## src/rtl/flexbex_efpga_responder.sv

```systemverilog
// Fabric-side responder for the core<->eFPGA custom-instruction interface.
// It launches a fabric computation and completes it with either a fixed latency or a valid handshake with timeout.
module flexbex_efpga_responder #(
  parameter int unsigned TIMEOUT    = 64,
  parameter logic [31:0] ERR_RESULT = 32'hFFFF_FFFF
) (
  input  logic        clk,
  input  logic        rst_n,
  input  logic        write_strobe_i,
  input  logic [1:0]  operator_i,
  input  logic [31:0] operand_a_i,
  input  logic [31:0] operand_b_i,
  input  logic [3:0]  delay_i,
  output logic [31:0] result_a_o,
  output logic [31:0] result_b_o,
  output logic [31:0] result_c_o,
  output logic        fpga_done_o,
  output logic        fabric_start_o,
  output logic [1:0]  fabric_operator_o,
  output logic [31:0] fabric_op_a_o,
  output logic [31:0] fabric_op_b_o,
  input  logic [31:0] fabric_result_a_i,
  input  logic [31:0] fabric_result_b_i,
  input  logic [31:0] fabric_result_c_i,
  input  logic        fabric_valid_i,
  output logic        timeout_o,
  output logic        overrun_o,
  input  logic        clear_err_i
);

  typedef enum logic [1:0] {
    IDLE = 2'd0,
    RUN  = 2'd1,
    DONE = 2'd2
  } state_t;

  localparam logic [7:0] TIMEOUT_CNT = 8'(TIMEOUT);

  state_t      state_r;
  logic [7:0]  count_r;
  logic [3:0]  delay_r;

  logic        accept_s;
  logic        overrun_set_s;
  logic        capture_s;
  logic        expire_s;

  // Decode request acceptance and completion events for the current cycle.
  always_comb begin
    accept_s      = 1'b0;
    overrun_set_s = 1'b0;
    capture_s     = 1'b0;
    expire_s      = 1'b0;
    if (state_r == RUN) begin
      overrun_set_s = write_strobe_i;
      if (delay_r != 4'd0) begin
        // The counter reads 1 on edge E0+D, since it was loaded with D at E0.
        capture_s = (count_r == 8'd1);
      end else begin
        capture_s = fabric_valid_i;
        expire_s  = !fabric_valid_i && (count_r == 8'd1);
      end
    end else begin
      accept_s = write_strobe_i;
    end
  end

  // Control FSM with registered outputs and sticky error flags.
  always_ff @(posedge clk or negedge rst_n) begin
    if (!rst_n) begin
      state_r           <= IDLE;
      count_r           <= 8'd0;
      delay_r           <= 4'd0;
      result_a_o        <= 32'd0;
      result_b_o        <= 32'd0;
      result_c_o        <= 32'd0;
      fpga_done_o       <= 1'b0;
      fabric_start_o    <= 1'b0;
      fabric_operator_o <= 2'd0;
      fabric_op_a_o     <= 32'd0;
      fabric_op_b_o     <= 32'd0;
      timeout_o         <= 1'b0;
      overrun_o         <= 1'b0;
    end else begin
      fabric_start_o <= 1'b0;
      timeout_o      <= expire_s | (timeout_o & ~clear_err_i);
      overrun_o      <= overrun_set_s | (overrun_o & ~clear_err_i);
      case (state_r)
        IDLE, DONE: begin
          if (accept_s) begin
            fabric_operator_o <= operator_i;
            fabric_op_a_o     <= operand_a_i;
            fabric_op_b_o     <= operand_b_i;
            delay_r           <= delay_i;
            count_r           <= (delay_i == 4'd0) ? TIMEOUT_CNT : {4'd0, delay_i};
            fpga_done_o       <= 1'b0;
            fabric_start_o    <= 1'b1;
            state_r           <= RUN;
          end else begin
            state_r <= state_r;
          end
        end
        RUN: begin
          if (count_r != 8'd0) begin
            count_r <= count_r - 8'd1;
          end else begin
            count_r <= count_r;
          end
          if (capture_s) begin
            result_a_o  <= fabric_result_a_i;
            result_b_o  <= fabric_result_b_i;
            result_c_o  <= fabric_result_c_i;
            fpga_done_o <= 1'b1;
            state_r     <= DONE;
          end else if (expire_s) begin
            result_a_o  <= ERR_RESULT;
            result_b_o  <= ERR_RESULT;
            result_c_o  <= ERR_RESULT;
            fpga_done_o <= 1'b1;
            state_r     <= DONE;
          end else begin
            state_r <= RUN;
          end
        end
        default: begin
          state_r <= IDLE;
        end
      endcase
    end
  end

endmodule

```

## config.mk

```make
export PLATFORM = sky130hd
export DESIGN_NAME = flexbex_efpga_responder
export DESIGN_NICKNAME = d
export VERILOG_FILES = /design/src/rtl/flexbex_efpga_responder.sv
export SDC_FILE = /design/constraint.sdc
export NUM_CORES = 1
export LEC_CHECK = 0
export BUFFER_PORTS_ARGS = -buffer_cell sky130_fd_sc_hd__buf_4
export CORE_AREA = 2 2 131 133
export CTS_BUF_LIST = sky130_fd_sc_hd__clkbuf_4
export DETAILED_ROUTE_END_ITERATION = 16
export DIE_AREA = 0 0 133 135
export GPL_ROUTABILITY_DRIVEN = 0
export PLACE_DENSITY_LB_ADDON = 0.25
export SYNTH_ARGS = -nofsm -noshare
export SYNTH_HDL_FRONTEND = slang
export SYNTH_SLANG_ARGS = --single-unit
```

## constraint.sdc

```tcl
create_clock -name clk -period 2.11 [get_ports clk]
set_clock_uncertainty 0.2 [all_clocks]
set_input_delay 0.1055 -clock clk [delete_from_list [all_inputs] [get_ports clk]]
set_output_delay 0.1055 -clock clk [all_outputs]
set_load 0.02 [all_outputs]
```

==> results.md <==
Synthesis:
- Sorting the synthesized cells by how often they occur yields sky130_fd_sc_hd__nand2_1, sky130_fd_sc_hd__dfrtp_1, sky130_fd_sc_hd__o22a_1.
- During synthesis, Yosys emitted a total of 0 warnings.
- The async set or reset register ratio after synthesis is 100%.
- The number of nets in the synthesized netlist is 767.
- sky130_fd_sc_hd__nand2_1 is the most common cell in the netlist.
- Counting every instance in the synthesized netlist gives 593.
- Among all flip-flop cells after synthesis, the most frequent one is sky130_fd_sc_hd__dfrtp_1.
- Synthesis inferred 180 register bits.
- Counting flops with a built-in enable in the synthesized netlist gives 0.
- The mean instance size in the synthesized netlist is 11.5 um2.
- By area the synthesized netlist is led by sky130_fd_sc_hd__dfrtp_1, sky130_fd_sc_hd__o22a_1, sky130_fd_sc_hd__nand2_1, sky130_fd_sc_hd__buf_6, sky130_fd_sc_hd__buf_2.
- The sequential element share of the synthesized area is 66.2%.
- The dominant cell type by area after synthesis is sky130_fd_sc_hd__dfrtp_1.
- The synthesized netlist occupies a cell area of 6810 um2.
- After synthesis, the largest area contributor takes up 66.2% of total cell area.
- The number of distinct library cells after synthesis is 42.

Finish:
- The net count of the finished layout is 1280.
- Counting the fill cells in the layout gives 1074.
- The post-route netlist has 35.7% of its cells at a drive strength greater than 1.
- At the end of the flow the core is filled with cells to 71.6%.
- Relative to the synthesized area, the layout overhead comes to 72.5%.
- The area of all placed cells without fillers is 11700 um2.

STA:
- The part of the cycle the worst path needs is 97.8%.
- The final-report setup violation count is 0.
- The relative slew slack is 71.7%.
- The setup TNS is 0 ps.
- Derived from the worst setup path, the maximum achievable clock frequency is 485 MHz.
- Setup repair after global routing could not meet its margin everywhere.
- The number of hold violations in the final report came to 0.
- The final-report max-slew violation count was 0.
- The worst path in the final design needs a cycle of 2060 ps, including I/O delays and setup.
- The transition time at the pin with the least slew margin is 419 ps.

CTS:
- For the worst-skew pair, the clock arrives at the later sink with an insertion delay of 550 ps.
- The clock tree synthesis step divided the H-tree into 4 levels.
- The CTS clock-pin slew for the worst setup and hold paths is 150 ps.
- For this design, the sink count on the clock tree is 180.
- TritonCTS built the clock tree.
- The cell sitting at the root of the clock tree is a sky130_fd_sc_hd__clkbuf_4.
- Clock tree synthesis inserted a total of 17 buffers.
- The longest clock path from root to sink contains 2 buffers.

Floorplan:
- The floorplan step set the die height to 135 um.
- During I/O placement, the number of pins put on the boundary was 337.
- The initial utilization of the core area, before any placement, comes to 41.5%.
- After floorplanning, the core was divided into 47 placement rows.
- The floorplan die area is 18000 um2.
- The die is 133 um wide.
- The standard cell core area is 16400 um2.

Critical path:
- The worst endpoint required time is 2330 ps.
- The launching element type of the critical path is a flop.
- The worst setup path is of the flop to flop kind.
- The number of cells on the worst reg-to-reg path is 6.
- At the worst endpoint, the arrival time is 2290 ps.
- In this run the worst path has a maximum fanout of 5.
- The endpoint kind of the worst setup timing path is a flop.

Routing:
- The DRC violations left is 0.
- After detailed routing, the number of vias per cell comes to 4.91.
- The count of TritonRoute iterations in the first routing pass is 5.
- The routed design has 24000 um of wire.
- The first routing iteration left 355 violations.
- The count of vias placed by the detailed router is 6576.
- The number of routed nets with antenna violations is 0.
- The final routed wire length divided by cell count is 17.9 um.

Power:
- For this design the total switching power over the nets is 7.04 mW.
- The cell leakage power is 5.74 nW.
- The power per cell area is 1440 nW/um2.
- Per report_power, the sequential group accounts for 36.6% of the total.
- The switching share of power is 41.5%.
- The combinational share of power is 51.6%.
- The clock network accounts for 11.8% of the total power.
- Across the VDD grid, the largest voltage drop is 778 uV.
- The internal portion of the total power is 9.92 mW.

Flow run:
- The number of maximum-capacitance constraint violations is 0.

Hold path:
- The min-delay analysis places its worst path in the category input port to flop.
- The worst hold path was traced through 4 stages.

Placed design:
- In this run the cell area measured after placement is 9650 um2.
- The HPWL reported at the end of detailed placement is 14200 um.
- Port buffering added 336 buffers.

Global route:
- After global routing the overflow that remains totals 0.
- The number of global-route vias before repair was 6811.
- The number of antenna violations at the first check in global routing is 0.
- The first global-routing pass estimated 36700 um of wire.
- The overall fraction of global-route tracks in use is 26.3%.
- Entering global routing, the biggest net connects 60 pins.

Run status:
- The flow ran to the end, and the final reports show no timing, DRC or antenna violations.
cells by family (layout without fill, tap and decap cells):
logic type	Yosys count	after routing	synth area share, %
multiplexers	1	1	0.147
buffers and inverters	43	569	3.45
AND/OR/NAND/NOR	249	249	15.0
other	0	1	0
flip-flops	180	180	66.2
adder cells (fa/ha/maj)	3	3	0.551
XOR/XNOR	2	2	0.257
AO/OA/AOI/OAI	115	115	14.4
path summary, 6_finish.rpt:
| path | from | to | slack, ps |
|---|---|---|---|
| max in group asynchronous | rst_n | result_a_o[27] | 840 |
| hold reg to reg | fabric_op_a_o[24] | fabric_op_a_o[24] | 290 |
| min in group asynchronous | rst_n | result_b_o[31] | 450 |
| hold / removal | operand_a_i[6] | fabric_op_a_o[6] | 70 |
| setup / recovery | count_r[1] | count_r[6] | 50 |
| setup reg to reg | count_r[1] | count_r[6] | 50 |
power by group through the flow:
stage / clock, mW / combinational [mW] / sequential, mW
2_1_floorplan: 0 / 2.61 / 8.00
4_1_cts: 2.05 / 8.56 / 6.08
5_1_grt: 2.19 / 9.31 / 6.38
3_5_place_dp: 0 / 8.30 / 6.13
6_report: 2.01 / 8.75 / 6.20
3_3_place_gp: 0 / 8.12 / 6.12
layout make-up:
type / count / area (um2) / area share [%]
sequential: 180 / 4500 / 38.3
antenna: 1 / 2.50 / 0.0213
inverter: 5 / 18.8 / 0.160
multi-input combinational: 370 / 2100 / 17.8
clock buffer: 21 / 158 / 1.34
tap: 220 / 275 / 2.34
timing repair buffer: 532 / 4560 / 38.8
clock inverter: 11 / 135 / 1.15
routing by layer:
metal	global-route usage, %	share of wire, %
met1	31.5	39
met2	43.9	49
met3	7.81	7.7
met4	12.7	3.9
met5	0	0
worst max-delay path: stages, from the launching register on:
cell and delay (ps):
sky130_fd_sc_hd__dfrtp_1 410, sky130_fd_sc_hd__inv_1 130, sky130_fd_sc_hd__ha_1 170, sky130_fd_sc_hd__or4b_4 490, sky130_fd_sc_hd__o21ai_4 200, sky130_fd_sc_hd__and2_2 230
sky130_fd_sc_hd__o221ai_1 120
cells in the final DEF, fill, tap and decap left out, drive strengths merged, types with 4 or more instances in the layout:
cell and n:
buf 359, nand2 217, dfrtp 180, dlygate4sd3 172, o22a 97, clkbuf 22
nor2 10, clkinv 7, inv 5, o21ai 5, nand3 4
through the flow:
stage | power, mW | cells | hold slack (ps) | setup slack (ps)
floorplan | 10.6 | 593 | -390 | 197
global placement | 14.2 | 1130 | -169 | 114
detailed placement | 14.4 | 1130 | -168 | 24.0
CTS | 16.7 | 1335 | 4.57 | 2.17
global route | 17.9 | 1339 | 24.5 | -28.7
finish | 17.0 | 1340 | 70.0 | 46.9
registers in the layout (all words and copies together) (netlist names):
name,count
delay_r,4
fabric_op_b_o,32
timeout_o,1
overrun_o,1
result_a_o,32
count_r,8
state_r,2
fabric_operator_o,2
fpga_done_o,1
result_c_o,32
fabric_op_a_o,32
result_b_o,32
fabric_start_o,1
repair_timing:
action / 4_1_cts / 5_1_grt
endpoints found under the setup margin: 0 / 24
endpoints found under the hold margin: 356 / 0
gates resized for setup: 0 / 3
setup buffers: 0 / 3
hold buffers: 173 / 0
Note: power is estimated with default switching activity, not from simulation.
